$ cat src/rtl/mem_arb_pkg.sv
// Shared types for the memory port arbiter.
//   arb_state_t : arbiter FSM state (free arbitration / locked burst)
//   rd_entry_t  : one slot of the read-return tracking pipeline
//   id_w()      : width of a requester index for a given requester count
package mem_arb_pkg;

    typedef enum logic {
        ARB_IDLE  = 1'b0,
        ARB_BURST = 1'b1
    } arb_state_t;

    // Widest requester ID the tracking entry can carry (up to 256 requesters).
    localparam int RID_MAX_W = 8;

    typedef struct packed {
        logic                 valid;
        logic [RID_MAX_W-1:0] id;
    } rd_entry_t;

    function automatic int id_w(input int n);
        return (n > 1) ? $clog2(n) : 1;
    endfunction

endpackage

$ cat src/rtl/rr_arbiter.sv
// Combinational rotate-priority picker.
//   req : request vector
//   ptr : index with highest priority; search proceeds ptr, ptr+1, ... mod N
//   gnt : one-hot grant (zero when nothing requests)
//   idx : encoded index of the granted requester (ptr when nothing requests)
//   any : at least one request present
// N must be a power of two so that the index arithmetic wraps on its own.
module rr_arbiter #(
    parameter int N  = 4,
    parameter int IW = 2
) (
    input  logic [N-1:0]  req,
    input  logic [IW-1:0] ptr,
    output logic [N-1:0]  gnt,
    output logic [IW-1:0] idx,
    output logic          any
);

    logic [IW-1:0] cand;

    always_comb begin
        gnt  = '0;
        idx  = ptr;
        any  = 1'b0;
        cand = '0;
        for (int i = 0; i < N; i++) begin
            cand = ptr + IW'(i);
            if (!any && req[cand]) begin
                any = 1'b1;
                idx = cand;
            end
        end
        if (any) gnt[idx] = 1'b1;
    end

endmodule

$ cat src/rtl/mem_port_arbiter.sv
// Round-robin arbiter sharing one memory port between NUM_REQ requesters.
//   i_req/i_lock/i_we/i_addr/i_din : per-requester command, held until o_gnt
//   o_gnt                          : one-hot combinational grant
//   o_mem_*                        : registered memory port drive
//   i_mem_dout/i_mem_err           : decoded read data and corrected flag
//   o_rvalid/o_rid/o_rdata         : read return, in command order
//   o_err_cnt                      : saturating count of corrected reads
// A locked winner keeps the port for up to MAX_BURST beats; the round-robin
// pointer stays parked at owner+1 during the burst so the next free
// arbitration picks up right after the owner.
module mem_port_arbiter
    import mem_arb_pkg::*;
#(
    parameter int WIDTH        = 8,
    parameter int ADDR_WIDTH   = 10,
    parameter int NUM_REQ      = 4,
    parameter int READ_LATENCY = 2,
    parameter int MAX_BURST    = 4,
    parameter int ERR_CNT_W    = 16
) (
    input  logic                          i_clk,
    input  logic                          i_rst_n,
    input  logic [NUM_REQ-1:0]            i_req,
    input  logic [NUM_REQ-1:0]            i_lock,
    input  logic [NUM_REQ-1:0]            i_we,
    input  logic [NUM_REQ*ADDR_WIDTH-1:0] i_addr,
    input  logic [NUM_REQ*WIDTH-1:0]      i_din,
    output logic [NUM_REQ-1:0]            o_gnt,
    output logic                          o_mem_en,
    output logic                          o_mem_we,
    output logic [ADDR_WIDTH-1:0]         o_mem_addr,
    output logic [WIDTH-1:0]              o_mem_din,
    input  logic [WIDTH-1:0]              i_mem_dout,
    input  logic                          i_mem_err,
    output logic                          o_rvalid,
    output logic [$clog2(NUM_REQ)-1:0]    o_rid,
    output logic [WIDTH-1:0]              o_rdata,
    output logic [ERR_CNT_W-1:0]          o_err_cnt
);

    localparam int ID_W   = id_w(NUM_REQ);
    localparam int BEAT_W = $clog2(MAX_BURST + 1);

    // Unpack per-requester address / data buses.
    logic [ADDR_WIDTH-1:0] req_addr [NUM_REQ];
    logic [WIDTH-1:0]      req_din  [NUM_REQ];

    for (genvar g = 0; g < NUM_REQ; g++) begin : g_unpack
        assign req_addr[g] = i_addr[g*ADDR_WIDTH +: ADDR_WIDTH];
        assign req_din[g]  = i_din[g*WIDTH +: WIDTH];
    end

    arb_state_t        state_q, state_d;
    logic [ID_W-1:0]   owner_q, owner_d;
    logic [BEAT_W-1:0] beats_q, beats_d;
    logic [ID_W-1:0]   ptr_q,   ptr_d;
    logic [ID_W-1:0]   cmd_id_q;

    logic [NUM_REQ-1:0] arb_gnt;
    logic [ID_W-1:0]    arb_idx;
    logic               arb_any;

    logic [NUM_REQ-1:0] gnt;
    logic [ID_W-1:0]    win;
    logic               accept;
    logic               burst_hold;

    rd_entry_t pipe_q [READ_LATENCY];
    rd_entry_t tail;

    rr_arbiter #(
        .N  (NUM_REQ),
        .IW (ID_W)
    ) u_rr (
        .req (i_req),
        .ptr (ptr_q),
        .gnt (arb_gnt),
        .idx (arb_idx),
        .any (arb_any)
    );

    // Owner keeps the port only while it still asks, still locks and has
    // beats left; otherwise free arbitration runs in this same cycle.
    assign burst_hold = (state_q == ARB_BURST) && i_req[owner_q] &&
                        i_lock[owner_q] && (beats_q < BEAT_W'(MAX_BURST));

    always_comb begin
        state_d = state_q;
        owner_d = owner_q;
        beats_d = beats_q;
        ptr_d   = ptr_q;
        gnt     = '0;
        win     = arb_idx;
        accept  = 1'b0;
        if (burst_hold) begin
            gnt[owner_q] = 1'b1;
            win          = owner_q;
            accept       = 1'b1;
            beats_d      = beats_q + 1'b1;
        end else begin
            state_d = ARB_IDLE;
            beats_d = '0;
            if (arb_any) begin
                gnt    = arb_gnt;
                win    = arb_idx;
                accept = 1'b1;
                ptr_d  = arb_idx + 1'b1;
                if (i_lock[arb_idx] && (MAX_BURST > 1)) begin
                    state_d = ARB_BURST;
                    owner_d = arb_idx;
                    beats_d = BEAT_W'(1);
                end
            end
        end
    end

    // Grant is suppressed while reset is asserted so nothing can be
    // handshaken against a register bank that is being cleared.
    assign o_gnt = i_rst_n ? gnt : '0;

    assign tail = pipe_q[READ_LATENCY-1];

    always_ff @(posedge i_clk or negedge i_rst_n) begin
        if (!i_rst_n) begin
            state_q    <= ARB_IDLE;
            owner_q    <= '0;
            beats_q    <= '0;
            ptr_q      <= '0;
            cmd_id_q   <= '0;
            o_mem_en   <= 1'b0;
            o_mem_we   <= 1'b0;
            o_mem_addr <= '0;
            o_mem_din  <= '0;
            for (int k = 0; k < READ_LATENCY; k++) pipe_q[k] <= '0;
            o_rvalid   <= 1'b0;
            o_rid      <= '0;
            o_rdata    <= '0;
            o_err_cnt  <= '0;
        end else begin
            state_q  <= state_d;
            owner_q  <= owner_d;
            beats_q  <= beats_d;
            ptr_q    <= ptr_d;
            o_mem_en <= accept;
            o_mem_we <= accept & i_we[win];
            if (accept) begin
                o_mem_addr <= req_addr[win];
                o_mem_din  <= req_din[win];
                cmd_id_q   <= win;
            end
            // The issued read enters the tracker the cycle after it is on the
            // port, so the tail lines up with i_mem_dout READ_LATENCY cycles
            // after o_mem_en.
            pipe_q[0].valid <= o_mem_en & ~o_mem_we;
            pipe_q[0].id    <= RID_MAX_W'(cmd_id_q);
            for (int k = 1; k < READ_LATENCY; k++) pipe_q[k] <= pipe_q[k-1];
            o_rvalid <= tail.valid;
            if (tail.valid) begin
                o_rid   <= ID_W'(tail.id);
                o_rdata <= i_mem_dout;
            end
            if (tail.valid && i_mem_err && (o_err_cnt != '1))
                o_err_cnt <= o_err_cnt + 1'b1;
        end
    end

endmodule

$ cat config.mk
export PLATFORM = sky130hd
export DESIGN_NAME = mem_port_arbiter
export DESIGN_NICKNAME = d
export VERILOG_FILES = /design/src/rtl/mem_arb_pkg.sv /design/src/rtl/rr_arbiter.sv /design/src/rtl/mem_port_arbiter.sv
export SDC_FILE = /design/constraint.sdc
export NUM_CORES = 1
export LEC_CHECK = 0
export CAP_MARGIN = 30
export CORE_MARGIN = 3
export CORE_UTILIZATION = 43
export DETAILED_ROUTE_END_ITERATION = 12
export GPL_TIMING_DRIVEN = 0
export PLACE_DENSITY = 0.86
export SLEW_MARGIN = 20
export SYNTH_ARGS = -nofsm -noshare
export SYNTH_HDL_FRONTEND = slang
export SYNTH_SLANG_ARGS = --single-unit
$ cat constraint.sdc
create_clock -name i_clk -period 2.95 [get_ports i_clk]
set_input_delay 0.4425 -clock i_clk [delete_from_list [all_inputs] [get_ports i_clk]]
set_output_delay 0.4425 -clock i_clk [all_outputs]
set_load 0.1 [all_outputs]
# Word level (Yosys, flattened, before mapping)
# Cells that the tools add are included.
# Widths: inputs -> output; s select.
word_totals:
  ff_bits: 63
  latch_bits: 0
  mem_bits_rw: 0
  rom_bits: 0
  in_bits: 95
  output_inout_bits: 51
  word_cells: 99
  mem_count: 0
classes:
  add_sub_neg: 6
  multipliers: 0
  n_div: 0
  n_lt_le_gt_ge: 11
  n_eq_ne: 1
  shifts: 0
  muxes: 44
  bitwise_logic: 5
  n_reduce_logical: 15
ops:
  columns: ["operator", "count"]
  rows:
  - ["$lt 2x3->1 const B", 7]
  - ["$bmux 10 s2", 1]
  - ["$mux 1", 20]
  - ["$mux 10", 2]
  - ["$add 16x1->16 const B", 1]
  - ["$bmux 1 s2", 8]
  - ["$bmux 8 s2", 1]
  - ["$mux 8", 2]
  - ["$ne 16x16->1 const B", 1]
  - ["$mux 4", 3]
  - ["$logic_and 1x1->1", 10]
  - ["$mux 2", 4]
  - ["$add 2x1->2 const B", 2]
  - ["$add 2x2->2 const B", 2]
  - ["$demux 1 s2", 2]
  - ["$ge 2x1->1 const B", 2]
  - ["$add 3x1->3 const B", 1]
  - ["$ge 3x3->1 const B", 1]
  - ["$logic_not 1->1", 3]
  - ["$lt 3x3->1 const B", 1]
  - ["$mux 3", 1]
  - ["$not 2->3", 1]
  - ["$reduce_and 3->1", 1]
  - ["$and 1x1->1", 2]
  - ["2 further kinds", 3]

# Depth between registers and ports, before layout
# Gate-level depths: netlist of run 1.
logic_depth:
  depth_word: 19
  depth_mapped: 10
  depth_no_buf: 7

# Cells and area by module
# A second synthesis of run 1 with hierarchy kept.
hier_totals:
  hier_cells: 351
  hier_area_um2: 3698.5
modules_own_cells:
  columns: ["module", "n_inst", "cells_each", "area_per_inst_um2", "seq_area_each_um2"]
  rows:
  - ["mem_port_arbiter", 1, 321, 3514.6, 1576.5]
  - ["rr_arbiter", 1, 30, 183.9, 0.0]

# Least setup slack after synthesis of run 1
# Ideal clock, no wire load.
synth_path:
  kind: "reg-to-output"
  from: "register ptr_q[1]"
  to: "output port o_gnt[2]"
  arrival_time_ps: 3800
  required_ps: 2508
  path_slack_ps: -1293
  path_stages_with_launch: 10
  path_buffers: 2
  cell_sequence: "dfrtp_1 buf_2 a21bo_1 a221o_1 a21o_1 clkbuf_1 inv_1 ha_1 nand3_1 a21boi_0"
synth_between:
  elab_chain_cells: 19
  word_cells_on_any_way: 32
  classes_between: "add/sub (3); order compare (2); mux (20); reduce/logical (7)"
synth_rtl:
  columns: ["item", "line_no", "rtl"]
  rows:
  - ["start: declaration", "mem_port_arbiter.sv:56", "logic [ID_W-1:0] ptr_q, ptr_d;"]
  - ["start signal: assignment", "mem_port_arbiter.sv:143", "ptr_q <= ptr_d;"]
  - ["branches (longest 11 deep; another with $add 2x1->2)", null, null]
  - ["$mux 2 (*)", "rr_arbiter.sv:28", "if (!any && req[cand]) begin"]
  - ["net arb_idx[1]", "mem_port_arbiter.sv:60", "logic [ID_W-1:0] arb_idx;"]
  - ["$lt 2x3->1 (not written as such) or $ge 2x1->1 (tied branches)", "rr_arbiter.sv:33", "if (any) gnt[idx] = 1'b1;"]
  - ["$logic_and 1x1->1 (not written as such)", "rr_arbiter.sv:33", null]
  - ["$mux 1 (not written as such)", "rr_arbiter.sv:33", null]
  - ["$demux 1 s2 (*)", null, null]
  - ["$mux 4 (*)", "mem_port_arbiter.sv:103", "if (arb_any) begin"]
  - ["$mux 4 (*)", "mem_port_arbiter.sv:95", "if (burst_hold) begin"]
  - ["$mux 4 (*)", "mem_port_arbiter.sv:119", "assign o_gnt = i_rst_n ? gnt : '0;"]
  - ["end: declaration", "mem_port_arbiter.sv:28", "output logic [NUM_REQ-1:0] o_gnt,"]
# Mark *: on every way through the listed nets, which the timed path passes. The select of a mux whose other input is x is not followed.

# Final worst setup path of run 1
layout_path:
  from: "register ptr_q[1]"
  to: "output port o_gnt[3]"
# Same word-level chain as after synthesis.

==> flow_metrics.env, run 1 <==
export IMPL_status="finished clean"
export IMPL_clock_sinks=63
export IMPL_wl_met3_um=889
export IMPL_max_cap_viol_count=0
export IMPL_route_detailed_drc=0
export IMPL_r2r_slack_ns=0.48
export IMPL_antenna_cells=0
export IMPL_multi_input_area_mm2=0.00178
export IMPL_coreArea_mm2=0.00785
export IMPL_holdWs_ns=0.358
export IMPL_synth_edf_count=0
export IMPL_holdCritPathClass="reg2reg"
export IMPL_die_width_um=96.7
export IMPL_start_util=0.450
export IMPL_wl_per_cell_um=17.9
export IMPL_die_h_um=96.7
export IMPL_syn_nets=454
export IMPL_netlist_area_leader_share=0.446
export IMPL_nets=611
export IMPL_maxSlewViolCount=0
export IMPL_via_count=3557
export IMPL_syn_inst=353
export IMPL_first_pass_iters=4
export IMPL_ys_top_cells_by_count="dfrtp_1 (63), nand2b_1 (21), nor3_1 (21)"
export IMPL_startpoint_type="flop"
export IMPL_holdPathEnd="pipe_q[0]"
export IMPL_clock_latency_ns=0.33
export IMPL_critPathTopFamily="compound AO/OA/AOI/OAI gates"
export IMPL_skew_ns=0.00860
export IMPL_gr_total_overflow=0
export IMPL_critical_path_required_ns=2.51
export IMPL_clk_transition_reported_paths_ns=0.07
export IMPL_yosys_top_cells_area="dfrtp_1 (45%), o41ai_1 (4.2%), a211oi_1 (4.0%)"
export IMPL_gp_congestion=0.879
export IMPL_highest_layer="met4"
export IMPL_cpPeakStageDelay_ns=0.36
export IMPL_cts_path_max_buffers=2
export IMPL_antenna_found_initial=0
export IMPL_worstReg2RegEnd="o_mem_addr[9]"
export IMPL_tns_ns=0
export IMPL_fin_crit_sh=0.958
export IMPL_hold_start="pipe_q[9]"
export IMPL_yosysSeqAreaShare=0.446
export IMPL_r2r_cells=8
export IMPL_arrival_ns=2.38
export IMPL_p_leak_nw=2.25
export IMPL_dp_worst_setup_slack_ns=-1.10
export IMPL_dp_hpwl_mm=8.37
export IMPL_avgSynthCellArea_um2=10.0
export IMPL_first_global_vias=3804
export IMPL_synth_most_common_cell="dfrtp_1"
export IMPL_timing_critical_path_buf_inv=3
export IMPL_crit_fanout=9
export IMPL_grt_usage=0.235
export IMPL_synth_area_mm2=0.00353
export IMPL_place_area_mm2=0.00515
export IMPL_grt_max_degree=58
export IMPL_fmax_ghz=0.354
export IMPL_drt_total_wl_mm=11.1
export IMPL_ys_seq_elements=63
export IMPL_regArea_mm2=0.00158
export IMPL_hold_violations=0
export IMPL_root_buffer="clkbuf_8"
export IMPL_port_buffers=145
export IMPL_power_mw=6.66
export IMPL_design_die_area_mm2=0.00934
export IMPL_setup_ws_ns=0.123
export IMPL_setup_viol=0
export IMPL_drive_gt1_frac=0.118
export IMPL_met2_length_mm=5.53
export IMPL_crit_type="reg2out"
export IMPL_hold_depth=0
export IMPL_wl_met1_mm=4.43
export IMPL_ys_async_sr_fraction=1.00
export IMPL_antenna_left=0
export IMPL_via_per_inst=5.76
export IMPL_peakVddDrop_mv=0.800
export IMPL_cp_slowest_cell="dfrtp_1"
export IMPL_r2r_start="owner_q[1]"
export IMPL_area_growth_pct=53.9
export IMPL_finalInstanceArea_mm2=0.00544
export IMPL_num_rows=32
export IMPL_p_per_area_mw_per_mm2=1220
export IMPL_cts_tree="yes"
export IMPL_worstSetupEndpointType="primary output"
export IMPL_timing_worst_slew_pin_value_ns=1.02
export IMPL_grt_pass1_wl_mm=18.0
export IMPL_ioPinCount=146
export IMPL_synth_top_cell_by_area="dfrtp_1"
export IMPL_min_period_ns=2.83
export IMPL_drt_iter0_drc=112
export IMPL_cts_max_level=3
export IMPL_n_fill_cell=657
export IMPL_crit_chain="buf_2, a21bo_1, a221o_1, a21o_4, inv_1, ha_1, nand3_1, a21boi_2, buf_12"
export IMPL_ys_flop_type="dfrtp_1"
export IMPL_slew_headroom=0.316
export IMPL_ys_types=47
export IMPL_yosys_warnings=0
export IMPL_cts_made_buffers=9
-- metrics by stage --
stage	utilization	std cells
after detailed placement	0.657	601
after global routing	0.693	617
final	0.693	617
after global placement	0.653	600
after CTS	0.689	617
after floorplan	-	353
-- cell families after synthesis --
logic type,share of synthesized area
xor+xnor,0.0347
compound gates,0.200
flops,0.446
mux,0.0559
fa+ha+maj,0.0212
buf+inv,0.0598
simple gates,0.182
-- cell usage in the layout (no fill, tap or decap), types with 3 or more instances in the layout --
| cell type | n |
|---|---|
| clkbuf_8 | 11 |
| nand3b_1 | 3 |
| mux2i_1 | 4 |
| a21boi_2 | 3 |
| o41ai_1 | 17 |
| a21oi_1 | 3 |
| dlymetal6s2s_1 | 3 |
| inv_1 | 18 |
| dfrtp_1 | 63 |
| o21ai_0 | 6 |
| nor2_1 | 11 |
| and3_1 | 20 |
| mux2_2 | 12 |
| o22ai_1 | 3 |
| xor2_1 | 3 |
| xnor2_1 | 11 |
| a2111oi_0 | 8 |
| clkbuf_1 | 11 |
| a2111oi_1 | 9 |
| clkdlybuf4s50_1 | 136 |
| nor3_1 | 21 |
| nand2_1 | 17 |
| nand3_1 | 11 |
| clkbuf_2 | 3 |
| nand2b_1 | 21 |
| nor4_1 | 3 |
| buf_6 | 4 |
| nand4_1 | 5 |
| buf_4 | 3 |
| buf_2 | 7 |
| ha_1 | 6 |
| a211oi_1 | 18 |
-- worst max path at each step --
stage                         from       end  slack, ns  cells past startpoint
final                     ptr_q[1]  o_gnt[3]       0.12                      9
after global routing      ptr_q[1]  o_gnt[3]      -0.04                      9
after CTS                 i_req[3]  o_gnt[1]       0.01                      8
after detailed placement  i_req[2]  o_gnt[2]      -1.10                     10
after global placement     i_rst_n  o_gnt[0]      -2.17                      3
after floorplan           ptr_q[1]  o_gnt[2]       0.03                      9
-- worst register-to-register path, delay by kind of cell (launching register included) --
family	cells	cell delay (ns)
compound gates	2	0.25
buf+inv	3	0.78
flops	1	0.46
simple gates	3	0.90
-- routing by layer --
layer  GRT usage  up-vias
met5           0        -
met4      0.0875        0
met3      0.0642       20
met2       0.407      167
met1       0.277     1724
li1            -     1646
-- sequential cells by signal, indices dropped and copies added (netlist names), 2 cells and up --
name	cells
o_err_cnt	16
o_rid	2
owner_q	2
beats_q	3
o_mem_addr	10
o_rdata	8
ptr_q	2
pipe_q	6
o_mem_din	8
cmd_id_q	2
-- where the power goes --
group,total [mW],internal (mW),switching [mW]
Sequential,1.45,1.22,0.229
Clock,0.865,0.526,0.340
Combinational,4.34,1.28,3.06
Total,6.66,3.03,3.63
-- cell type report --
class	instances	area share
multi-input combinational	245	0.328
sequential	63	0.290
timing repair buffer	147	0.278
clock buffer	12	0.0285
buffer	26	0.0265
tap	102	0.0235
clock inverter	4	0.0140
inverter	18	0.0124
-- repair_timing --
action / CTS / global route
hold buffers: 1 / 0
endpoints found under the hold margin: 6 / 0
endpoints found under the setup margin: 4 / 4
gates resized for setup: 34 / 10
setup buffers: 0 / 0
pin swaps: 0 / 1
Power figures use the tool's default switching activity.
==> run 2: changes to the inputs <==
--- a/config.mk
+++ b/config.mk
@@ -10,7 +10,9 @@
 export CORE_UTILIZATION = 43
 export DETAILED_ROUTE_END_ITERATION = 12
 export GPL_TIMING_DRIVEN = 0
-export PLACE_DENSITY = 0.86
+export HOLD_SLACK_MARGIN = 0.06
+export PLACE_DENSITY = 0.81
+export SKIP_CTS_REPAIR_TIMING = 1
 export SLEW_MARGIN = 20
 export SYNTH_ARGS = -nofsm -noshare
 export SYNTH_HDL_FRONTEND = slang
==> flow_metrics.env, run 2 (synthesis gave the netlist of run 1 again) <==
export IMPL_cpPeakStageDelay_ns=0.43
export IMPL_p_switching_mw=3.63
export IMPL_antenna_left=0
export IMPL_drive_gt1_frac=0.118
export IMPL_nets=611
export IMPL_design_die_area_mm2=0.00934
export IMPL_dp_worst_setup_slack_ns=-1.14
export IMPL_holdCritPathClass="reg2reg"
export IMPL_dp_cells=601
export IMPL_gr_total_overflow=0
export IMPL_reg_top3="o_err_cnt (16), o_mem_addr (10)"
export IMPL_die_width_um=96.7
export IMPL_highest_layer="met4"
export IMPL_critical_path_required_ns=2.51
export IMPL_coreArea_mm2=0.00785
export IMPL_grt_pass1_wl_mm=18.1
export IMPL_drt_iter0_drc=171
export IMPL_area_growth_pct=54.3
export IMPL_timing_worst_slew_pin_value_ns=1.01
export IMPL_worstSetupEndpointType="primary output"
export IMPL_root_buffer="clkbuf_8"
export IMPL_final_cell_mix="clkdlybuf4s50_1 (136), dfrtp_1 (63), nand2b_1 (21), nor3_1 (21), and3_1 (20)"
export IMPL_fin_crit_sh=0.967
export IMPL_wl_met1_mm=4.41
export IMPL_first_pass_iters=4
export IMPL_r2r_cells=9
export IMPL_crit_type="reg2out"
export IMPL_cp_slowest_cell="dfrtp_1"
export IMPL_peakVddDrop_mv=0.814
export IMPL_min_period_ns=2.85
export IMPL_regMostFlops="o_err_cnt"
export IMPL_n_fill_cell=629
export IMPL_start_util=0.450
export IMPL_wl_per_cell_um=18.1
export IMPL_clock_sinks=63
export IMPL_port_buffers=145
export IMPL_first_global_vias=3676
export IMPL_pwr_share_comb=0.650
export IMPL_fmax_ghz=0.351
export IMPL_skew_ns=0.00814
export IMPL_cts_max_level=3
export IMPL_largest_register_ff_count=16
export IMPL_crit_fanout=7
export IMPL_clk_transition_reported_paths_ns=0.08
export IMPL_cts_tree="yes"
export IMPL_grt_usage=0.238
export IMPL_startpoint_type="flop"
export IMPL_crit_chain="nand2b_1, a221o_1, a21o_4, inv_1, ha_1, nand3_1, a21boi_2, buf_8"
export IMPL_setup_viol=0
export IMPL_hold_depth=0
export IMPL_die_h_um=96.7
export IMPL_dp_hpwl_mm=8.52
export IMPL_route_detailed_drc=0
export IMPL_clkPwrFrac=0.134
export IMPL_status="finished clean"
export IMPL_met2_length_mm=5.42
export IMPL_stdcell_count=617
export IMPL_grt_max_degree=61
export IMPL_max_cap_viol_count=0
export IMPL_antenna_cells=0
export IMPL_maxSlewViolCount=0
export IMPL_num_rows=32
export IMPL_cts_path_max_buffers=2
export IMPL_via_per_inst=5.77
export IMPL_slew_headroom=0.322
export IMPL_hold_violations=0
export IMPL_final_common_cell="clkdlybuf4s50_1"
export IMPL_arrival_ns=2.41
export IMPL_p_leak_nw=2.26
export IMPL_drt_total_wl_mm=11.2
export IMPL_gp_congestion=0.866
export IMPL_via_count=3563
export IMPL_p_int_mw=3.06
export IMPL_p_seq_frac=0.216
export IMPL_antenna_found_initial=0
export IMPL_ioPinCount=146
export IMPL_clock_latency_ns=0.34
export IMPL_cts_made_buffers=9
export IMPL_wl_met3_um=948
export IMPL_p_per_area_mw_per_mm2=1230
export IMPL_setup_ws_ns=0.0979
export IMPL_swShare=0.543
==> run 2: path summary, 6_finish.rpt <==
path | start | endpoint | slack [ns]
worst max-delay path | ptr_q[0] | o_gnt[2] | 0.1
worst min-delay path | pipe_q[10] | pipe_q[1] | 0.35
worst max register to register | ptr_q[0] | o_mem_din[1] | 0.44
worst min register to register | pipe_q[10] | pipe_q[1] | 0.35
max in group asynchronous | i_rst_n | pipe_q[1] | 1.94
min in group asynchronous | i_rst_n | o_err_cnt[4] | 0.49
==> run 2: final cells by class <==
cell class / count / area (um2) / share of cell area
buffer: 26 / 146 / 0.0268
clock inverter: 6 / 109 / 0.0200
clock buffer: 10 / 128 / 0.0234
inverter: 18 / 67.6 / 0.0124
multi-input combinational: 245 / 1790 / 0.328
tap: 102 / 128 / 0.0234
timing repair buffer: 147 / 1510 / 0.277
sequential: 63 / 1580 / 0.289
==> run 2: routing by layer <==
layer | up-vias | global-route usage
li1 | 1644 | -
met1 | 1714 | 0.290
met2 | 172 | 0.385
met3 | 33 | 0.0793
met4 | 0 | 0.0994
met5 | - | 0
==> run 2: stage by stage <==
step                      cell area [um2]  utilization  total power [mW]  setup TNS (ns)  hold WS (ns)
after floorplan                      3550            -              4.64               0         0.147
after global placement               5130        0.653              5.68          -51.70         0.331
after detailed placement             5150        0.657              5.77           -4.39         0.282
after CTS                            5390        0.687              6.68           -4.28       -0.0859
after global routing                 5460        0.695              7.01         -0.0420         0.371
final                                5460        0.695              6.69               0         0.352
==> run 2: worst max-delay path: cells and delay by family, from the launching register on <==
kind | cells | cell delay, ns
compound gates | 3 | 0.89
flops | 1 | 0.43
buf+inv | 2 | 0.31
simple gates | 2 | 0.30
fa+ha+maj | 1 | 0.14
==> run 2: power groups by stage <==
stage	clock [mW]	combinational [mW]	sequential, mW
final	0.900	4.35	1.44
after global routing	0.953	4.57	1.49
after CTS	0.918	4.32	1.45
after detailed placement	0	4.32	1.46
after global placement	0	4.24	1.44
after floorplan	0	1.43	3.22
==> run 3: changes to the inputs <==
==> constraint.sdc (replaced) <==
create_clock -name i_clk -period 2.95 [get_ports i_clk]
set_input_delay 0.4425 -clock i_clk [delete_from_list [all_inputs] [get_ports i_clk]]
set_output_delay 0.4425 -clock i_clk [all_outputs]
set_load 0.05 [all_outputs]
==> flow_metrics.env, run 3 (synthesis gave the netlist of run 1 again) <==
export IMPL_swShare=0.463
export IMPL_worstSetupEndpointType="primary output"
export IMPL_slew_headroom=0.638
export IMPL_gr_total_overflow=0
export IMPL_place_area_mm2=0.00513
export IMPL_status="finished clean"
export IMPL_p_per_area_mw_per_mm2=1050
export IMPL_die_h_um=96.7
export IMPL_gp_congestion=0.864
export IMPL_via_per_inst=5.70
export IMPL_worstReg2RegEnd="o_mem_din[2]"
export IMPL_ioPinCount=146
export IMPL_wl_per_cell_um=17.7
export IMPL_critPathTopFamily="compound AO/OA/AOI/OAI gates"
export IMPL_r2r_start="owner_q[1]"
export IMPL_dp_hpwl_mm=8.29
export IMPL_largest_register_ff_count=16
export IMPL_holdWs_ns=0.0409
export IMPL_cts_made_buffers=9
export IMPL_drive_gt1_frac=0.113
export IMPL_grt_max_degree=38
export IMPL_route_detailed_drc=0
export IMPL_drt_iter0_drc=176
export IMPL_critical_path_required_ns=2.51
export IMPL_clkPwrFrac=0.163
export IMPL_first_global_vias=3723
export IMPL_timing_critical_path_buf_inv=3
export IMPL_fin_crit_sh=0.961
export IMPL_setup_viol=0
export IMPL_maxSlewViolCount=0
export IMPL_pwr_share_comb=0.583
export IMPL_p_seq_frac=0.255
export IMPL_clock_latency_ns=0.33
export IMPL_start_util=0.450
export IMPL_die_width_um=96.7
export IMPL_p_int_mw=3.04
export IMPL_first_pass_iters=4
export IMPL_finalInstanceArea_mm2=0.00540
export IMPL_antenna_found_initial=0
export IMPL_grt_usage=0.234
export IMPL_final_common_cell="clkdlybuf4s50_1"
export IMPL_timing_worst_slew_pin_value_ns=0.541
export IMPL_p_switching_mw=2.63
export IMPL_fmax_ghz=0.353
export IMPL_r2r_cells=8
export IMPL_power_mw=5.67
export IMPL_p_leak_nw=2.23
export IMPL_max_cap_viol_count=0
export IMPL_peakVddDrop_mv=0.614
export IMPL_crit_fanout=9
export IMPL_grt_pass1_wl_mm=17.9
export IMPL_skew_ns=0.00730
export IMPL_final_cell_mix="clkdlybuf4s50_1 (137), dfrtp_1 (63), nand2b_1 (21), nor3_1 (21), and3_1 (20)"
export IMPL_nets=610
export IMPL_hold_violations=0
export IMPL_antenna_cells=0
export IMPL_area_growth_pct=52.7
export IMPL_startpoint_type="flop"
export IMPL_design_die_area_mm2=0.00934
export IMPL_reg_top3="o_err_cnt (16), o_mem_addr (10)"
export IMPL_cpPeakStageDelay_ns=0.36
export IMPL_r2r_slack_ns=0.47
export IMPL_port_buffers=145
export IMPL_crit_chain="buf_2, a21bo_1, a221o_1, a21o_4, inv_1, ha_1, nand3_1, a21boi_1, buf_4"
export IMPL_cts_tree="yes"
export IMPL_arrival_ns=2.39
export IMPL_cts_max_level=3
export IMPL_cp_slowest_cell="dfrtp_1"
export IMPL_num_rows=32
export IMPL_root_buffer="clkbuf_8"
export IMPL_min_period_ns=2.83
export IMPL_holdCritPathClass="in2async"
export IMPL_cts_path_max_buffers=2
export IMPL_crit_type="reg2out"
export IMPL_antenna_left=0
export IMPL_clock_sinks=63
export IMPL_regMostFlops="o_err_cnt"
export IMPL_drt_total_wl_mm=10.9
export IMPL_via_count=3514
export IMPL_clk_transition_reported_paths_ns=0.07
export IMPL_coreArea_mm2=0.00785
==> run 3: worst max path at each step <==
stage,start,endpoint,depth (start not counted)
global route,ptr_q[1],o_gnt[3],9
CTS,i_req[2],o_gnt[3],10
finish,ptr_q[1],o_gnt[3],9
floorplan,i_req[2],o_gnt[1],7
global placement,i_rst_n,o_gnt[1],3
detailed placement,i_req[2],o_gnt[3],10
==> run 3: power groups by stage <==
stage               Combinational, mW  Sequential, mW  Clock, mW
floorplan                        1.36            2.28          0
global placement                 3.23            1.44          0
detailed placement               3.29            1.45          0
CTS                              3.30            1.44      0.944
global route                     3.53            1.49      0.981
finish                           3.30            1.44      0.923
==> run 3: final cells by class <==
class | count | area [um2]
clock buffer | 9 | 124
tap | 102 | 128
inverter | 18 | 67.6
fill | 655 | 2450
timing repair buffer | 146 | 1460
sequential | 63 | 1580
multi-input combinational | 245 | 1780
buffer | 26 | 144
clock inverter | 7 | 120
==> run 3: per-layer routing <==
layer / vias up / global-route usage / wire length (um)
met2: 160 / 0.409 / 5500
li1: 1643 / - / -
met1: 1694 / 0.282 / 4360
met5: - / 0 / 0
met3: 17 / 0.0685 / 934
met4: 0 / 0.0583 / 127
==> run 3: worst reg2reg max path: stages, from the launching register on <==
cell,delay (ns)
dfrtp_1,0.47
inv_1,0.14
or4_1,0.59
nand2_1,0.14
a21o_1,0.09
buf_2,0.20
buf_1,0.42
a211oi_1,0.17
nor3_1,0.17
==> run 3: per-stage QoR <==
step | worst slack [ns] | std cells | utilization | TNS (ns)
final | 0.116 | 616 | 0.688 | 0
after global routing | -0.00471 | 616 | 0.688 | -0.00471
after CTS | -0.858 | 617 | 0.685 | -3.02
after detailed placement | -0.846 | 601 | 0.654 | -3.10
after global placement | -1.79 | 600 | 0.652 | -52.89
after floorplan | 0.0177 | 353 | - | 0
